[config.mk]
export PLATFORM = sky130hd
export DESIGN_NAME = shift_adder
export DESIGN_NICKNAME = d
export VERILOG_FILES = /design/src/rtl/shift_adder.sv
export SDC_FILE = /design/constraint.sdc
export NUM_CORES = 1
export LEC_CHECK = 0
export BUFFER_PORTS_ARGS = -buffer_cell sky130_fd_sc_hd__buf_2
export CAP_MARGIN = 20
export CORE_ASPECT_RATIO = 2
export CORE_MARGIN = 2
export CORE_UTILIZATION = 50
export CTS_BUF_LIST = sky130_fd_sc_hd__clkbuf_8
export DETAILED_ROUTE_END_ITERATION = 6
export PLACE_DENSITY_LB_ADDON = 0.3
export SYNTH_ARGS = -nofsm -noshare
export SYNTH_HDL_FRONTEND = slang
export SYNTH_SLANG_ARGS = --single-unit
[constraint.sdc]
create_clock -name clk -period 3.6 [get_ports clk]
set_input_delay 0.54 -clock clk [delete_from_list [all_inputs] [get_ports clk]]
set_output_delay 0.54 -clock clk [all_outputs]
set_load 0.01 [all_outputs]
[src/rtl/shift_adder.sv]
// Bit-serial WIDTH-bit adder: two right-shift operand registers feed a full
// adder one LSB pair per clock; the sum bit enters the sum register at its MSB.
// Optional feature macro: SHIFT_ADDER_DONE_EN (adds registered 'done' output).
module shift_adder #(
    parameter int unsigned WIDTH = 16
) (
    input  logic             clk,
    input  logic             reset,
    input  logic             load,
    input  logic [WIDTH-1:0] a,
    input  logic [WIDTH-1:0] b,
    output logic [WIDTH-1:0] contents_a,
    output logic [WIDTH-1:0] contents_b,
    output logic [WIDTH-1:0] op,
`ifdef SHIFT_ADDER_DONE_EN
    output logic             done,
`endif
    output logic             carry
);

    localparam int unsigned CNT_W = (WIDTH > 2) ? $clog2(WIDTH) : 1;

    typedef enum logic [1:0] {
        IDLE  = 2'd0,
        SHIFT = 2'd1,
        DONE  = 2'd2
    } state_e;

    state_e           state_q, state_d;
    logic [WIDTH-1:0] a_q, a_d;
    logic [WIDTH-1:0] b_q, b_d;
    logic [WIDTH-1:0] op_q, op_d;
    logic             carry_q, carry_d;
    logic [CNT_W-1:0] cnt_q, cnt_d;
    logic             sum_bit;

    // State and datapath registers
    always_ff @(posedge clk or negedge reset) begin
        if (!reset) begin
            state_q <= IDLE;
            a_q     <= '0;
            b_q     <= '0;
            op_q    <= '0;
            carry_q <= 1'b0;
            cnt_q   <= '0;
        end else begin
            state_q <= state_d;
            a_q     <= a_d;
            b_q     <= b_d;
            op_q    <= op_d;
            carry_q <= carry_d;
            cnt_q   <= cnt_d;
        end
    end

    // Next-state: load wins over shifting; one full-adder step per SHIFT cycle
    always_comb begin
        state_d = state_q;
        a_d     = a_q;
        b_d     = b_q;
        op_d    = op_q;
        carry_d = carry_q;
        cnt_d   = cnt_q;
        sum_bit = a_q[0] ^ b_q[0] ^ carry_q;

        if (load) begin
            a_d     = a;
            b_d     = b;
            op_d    = '0;
            carry_d = 1'b0;
            cnt_d   = '0;
            state_d = SHIFT;
        end else if (state_q == SHIFT) begin
            carry_d = (a_q[0] & b_q[0]) | (a_q[0] & carry_q) | (b_q[0] & carry_q);
            a_d     = {1'b0, a_q[WIDTH-1:1]};
            b_d     = {1'b0, b_q[WIDTH-1:1]};
            op_d    = {sum_bit, op_q[WIDTH-1:1]};
            cnt_d   = cnt_q + CNT_W'(1);
            if (cnt_q == CNT_W'(WIDTH - 1)) begin
                state_d = DONE;
            end
        end
    end

`ifdef SHIFT_ADDER_DONE_EN
    logic done_q;

    // Completion flag, high exactly while the FSM sits in DONE
    always_ff @(posedge clk or negedge reset) begin
        if (!reset) begin
            done_q <= 1'b0;
        end else begin
            done_q <= (state_d == DONE);
        end
    end

    assign done = done_q;
`endif

    assign contents_a = a_q;
    assign contents_b = b_q;
    assign op         = op_q;
    assign carry      = carry_q;

endmodule

==> report_table.html <==
<table>
<tr><th>Metric</th><th>Value</th></tr>
<tr><th colspan="2">Clock tree</th></tr>
<tr><td>CTS Buf Count</td><td>5</td></tr>
<tr><td>Buffer depth of the longest clock path</td><td>2</td></tr>
<tr><td>Count of cells resized by post-cts repair</td><td>0</td></tr>
<tr><td>Number of hold buffers added after cts</td><td>0</td></tr>
<tr><td>Post-CTS setup buffer count</td><td>0</td></tr>
<tr><td>Clock insertion delay at the later pin of the skew report</td><td>0.31 ns</td></tr>
<tr><td>CTS sink count</td><td>55</td></tr>
<tr><td>Post-CTS clock slew at the launch and capture registers of the worst setup and hold paths</td><td>0.10 ns</td></tr>
<tr><td>CTS tree</td><td>done</td></tr>
<tr><td>Number of H-tree branching levels</td><td>2</td></tr>
<tr><td>Root Driver</td><td>sky130_fd_sc_hd__clkbuf_8</td></tr>
<tr><th colspan="2">Detailed routing</th></tr>
<tr><td>Routed WL</td><td>5130 um</td></tr>
<tr><td>Initial DRC count</td><td>38</td></tr>
<tr><td>First-pass iteration count of the detailed router</td><td>4</td></tr>
<tr><td>Wire per inst</td><td>13.8 um</td></tr>
<tr><td>Vias per Instance</td><td>5.21</td></tr>
<tr><td>Residual antenna-violating net count after detailed routing</td><td>0</td></tr>
<tr><td>Via total after detailed routing</td><td>1,942</td></tr>
<tr><td>Final routed DRC violation total</td><td>0</td></tr>
<tr><th colspan="2">Global routing</th></tr>
<tr><td>First-pass GRT wire length</td><td>8340 um</td></tr>
<tr><td>Combined global-route utilization of all metal layers</td><td>20.5%</td></tr>
<tr><td>Via count of the first global-routing pass</td><td>1,901</td></tr>
<tr><td>Pin count of the biggest net entering global routing</td><td>78</td></tr>
<tr><td>Global-route congestion overflow total</td><td>0</td></tr>
<tr><td>Initial antenna violation count</td><td>0</td></tr>
<tr><th colspan="2">Synth</th></tr>
<tr><td>Count of distinct cell types in the synthesized netlist</td><td>20</td></tr>
<tr><td>Total standard cell area after synthesis</td><td>2410 um2</td></tr>
<tr><td>Top-area cell type share of the netlist area</td><td>57.0%</td></tr>
<tr><td>Cell type contributing the most total cell area after synthesis</td><td>sky130_fd_sc_hd__dfrtp_1</td></tr>
<tr><td>Post-synth ARST share</td><td>100%</td></tr>
<tr><td>Biggest area contributors in the synthesized netlist</td><td>sky130_fd_sc_hd__dfrtp_1, sky130_fd_sc_hd__mux2i_1, sky130_fd_sc_hd__nand2_1</td></tr>
<tr><td>Top-count cell post-synth</td><td>sky130_fd_sc_hd__nand2_1</td></tr>
<tr><td>Gate count of the mapped netlist</td><td>242</td></tr>
<tr><td>Synth Register Bits</td><td>55</td></tr>
<tr><td>Commonest cells in the netlist</td><td>sky130_fd_sc_hd__nand2_1, sky130_fd_sc_hd__dfrtp_1, sky130_fd_sc_hd__o21ai_0</td></tr>
<tr><td>Share of synthesized area occupied by flip-flops and latches</td><td>57.0%</td></tr>
<tr><td>Dominant synthesized flop cell</td><td>sky130_fd_sc_hd__dfrtp_1</td></tr>
<tr><td>Number of flops mapped to enable cells by yosys</td><td>0</td></tr>
<tr><td>Yosys Warn Count</td><td>0</td></tr>
<tr><td>Mean area per synthesized cell</td><td>9.97 um2</td></tr>
<tr><td>Net count after synthesis</td><td>279</td></tr>
<tr><th colspan="2">STA</th></tr>
<tr><td>Transition time at the pin with the least slew margin</td><td>1.01 ns</td></tr>
<tr><td>F_max</td><td>533 MHz</td></tr>
<tr><td>Relative slew margins</td><td>32.3%</td></tr>
<tr><td>Setup repair after global routing missed its margin</td><td>no</td></tr>
<tr><td>Setup clock skew after layout</td><td>0.00982 ns</td></tr>
<tr><td>Hold slack</td><td>0.304 ns</td></tr>
<tr><td>Setup TNS</td><td>0 ns</td></tr>
<tr><td>Total count of max-transition violations in the final report</td><td>0</td></tr>
<tr><td>Time the worst path needs with I/O delays and setup</td><td>1.88 ns</td></tr>
<tr><td>Hold Vio Cnt, Final</td><td>0</td></tr>
<tr><td>Setup violation total in the final timing report</td><td>0</td></tr>
<tr><td>Fraction of the cycle the final worst path needs</td><td>52.1%</td></tr>
<tr><th colspan="2">Place</th></tr>
<tr><td>Final weighted congestion of routability-driven global placement</td><td>0.780</td></tr>
<tr><td>Total placed cells including tap cells</td><td>364</td></tr>
<tr><td>Dpl hpwl</td><td>3650 um</td></tr>
<tr><td>IO Port Bufs</td><td>83</td></tr>
<tr><th colspan="2">Layout</th></tr>
<tr><td>Number of antenna cells inserted</td><td>0</td></tr>
<tr><td>Area growth syn-to-layout</td><td>22.4%</td></tr>
<tr><td>Finished Core Util</td><td>63.7%</td></tr>
<tr><td>Share of final-layout standard cells stronger than drive strength 1</td><td>30.5%</td></tr>
<tr><td>Final-stage net count</td><td>354</td></tr>
<tr><td>Non-filler instance count after layout</td><td>373</td></tr>
<tr><th colspan="2">Power</th></tr>
<tr><td>Worst vdd ir</td><td>353 uV</td></tr>
<tr><td>Leakage</td><td>0.00143 uW</td></tr>
<tr><td>Power density relative to cell area</td><td>407 nW/um2</td></tr>
<tr><td>Post-route total power</td><td>1200 uW</td></tr>
<tr><th colspan="2">Setup path</th></tr>
<tr><td>Launch instance of the worst register-to-register path</td><td>state_q[1]$_DFFE_PN0P_</td></tr>
<tr><td>Maximum fanout along the worst path</td><td>26</td></tr>
<tr><td>Category of the worst setup path launch point</td><td>register</td></tr>
<tr><td>Element type at the critical path end</td><td>register</td></tr>
<tr><td>Data required time at the worst endpoint</td><td>3.78 ns</td></tr>
<tr><td>Critical Path Source</td><td>state_q[1]$_DFFE_PN0P_</td></tr>
<tr><td>Reg2reg path depth</td><td>4</td></tr>
<tr><td>Endpoint of the worst register-to-register path</td><td>contents_b[1]$_DFFE_PN0P_</td></tr>
<tr><td>Arr. time, crit path</td><td>2.06 ns</td></tr>
<tr><td>Category of the critical setup timing path</td><td>register to register</td></tr>
<tr><td>Setup slack of the worst register-to-register path</td><td>1.72 ns</td></tr>
<tr><th colspan="2">Min path</th></tr>
<tr><td>Min-Delay Path Class</td><td>primary input to async pin</td></tr>
<tr><th colspan="2">Floorplanning</th></tr>
<tr><td>Core area</td><td>4640 um2</td></tr>
<tr><td># IOs</td><td>84</td></tr>
<tr><td>Overall die area</td><td>5430 um2</td></tr>
<tr><td>Placement row count</td><td>35</td></tr>
<tr><td>Die span in y</td><td>102 um</td></tr>
<tr><td>Die Span X</td><td>53.1 um</td></tr>
<tr><td>Effective utilization at floorplan</td><td>52.0%</td></tr>
<tr><th colspan="2">Run</th></tr>
<tr><td>Maximum capacitance violations</td><td>0</td></tr>
<tr><th colspan="2">Outcome</th></tr>
<tr><td>Run status</td><td>finished clean</td></tr>
</table>
layout by cell type (no fill, tap or decap), drive strengths merged, types with 2 or more instances in the layout:
cell type  netlist  routed
mux2i           30      30
clkbuf          10       6
nand2           70      70
nor2             3       3
nand2b           2       2
nand3            2       2
o21ai           34      34
dfrtp           55      55
buf              9      87
a21oi           19      19
how the worst max path moves through the flow:
stage                                       endpoint  slack, ns  depth (start not counted)
after detailed placement  contents_a[13]$_DFFE_PN0P_       1.68                          4
after floorplan           contents_a[10]$_DFFE_PN0P_       2.25                          5
after global placement        state_q[1]$_DFFE_PN0P_       1.74                          3
after CTS                  contents_b[1]$_DFFE_PN0P_       1.67                          4
final                      contents_b[1]$_DFFE_PN0P_       1.72                          4
after global routing       contents_b[0]$_DFFE_PN0P_       1.57                          4
cell families after synthesis:
group	Yosys count	synth area share [%]
AO/OA/AOI/OAI	54	11.4
XOR/XNOR	2	0.726
adder cells (fa/ha/maj)	2	1.35
buffers and inverters	19	3.99
flip-flops	55	57.0
multiplexers	30	12.4
AND/OR/NAND/NOR	80	13.1
power by group:
group | internal, uW | total (uW) | switching (uW) | leakage, uW
sequential | 656 | 691 | 34.7 | 0.000703
clock | 157 | 358 | 201 | 0.0000474
combinational | 68.1 | 152 | 84.4 | 0.000677
total | 882 | 1200 | 320 | 0.00143
worst max-delay path, cell delays in order (launching register included):
cell and delay, ns:
sky130_fd_sc_hd__dfrtp_1 0.41, sky130_fd_sc_hd__nand2b_2 0.62, sky130_fd_sc_hd__buf_4 0.40, sky130_fd_sc_hd__mux2i_1 0.20, sky130_fd_sc_hd__o21ai_0 0.10
stage by stage:
stage	cell area, um2	setup slack, ns
after floorplan	2410	2.25
after global placement	2830	1.74
after detailed placement	2830	1.68
after CTS	2930	1.67
after global routing	2960	1.57
final	2960	1.72
layout make-up:
class                           instances  area (um2)
Clock inverter                          2        16.3
Sequential cell                        55        1380
Multi-Input combinational cell        168         946
Clock buffer                            6        82.6
Fill cell                             427        1690
Timing Repair Buffer                   87         465
Tap cell                               55        68.8
per-layer routing:
layer  wire, um  up-vias  global-route usage [%]  share of wire, %
met2       2770       58                    36.5                54
met1       1970      924                    22.8                38
met5          0        -                       0                 0
li1           -      952                       -                 -
met4        100        0                    7.89               1.9
met3        291        8                    4.68               5.7
state kept, by name (all words and copies together) (netlist names):
signal	count
contents_a	16
contents_b	16
op	16
cnt_q	4
state_q	2
carry	1
Power figures use the tool's default switching activity.
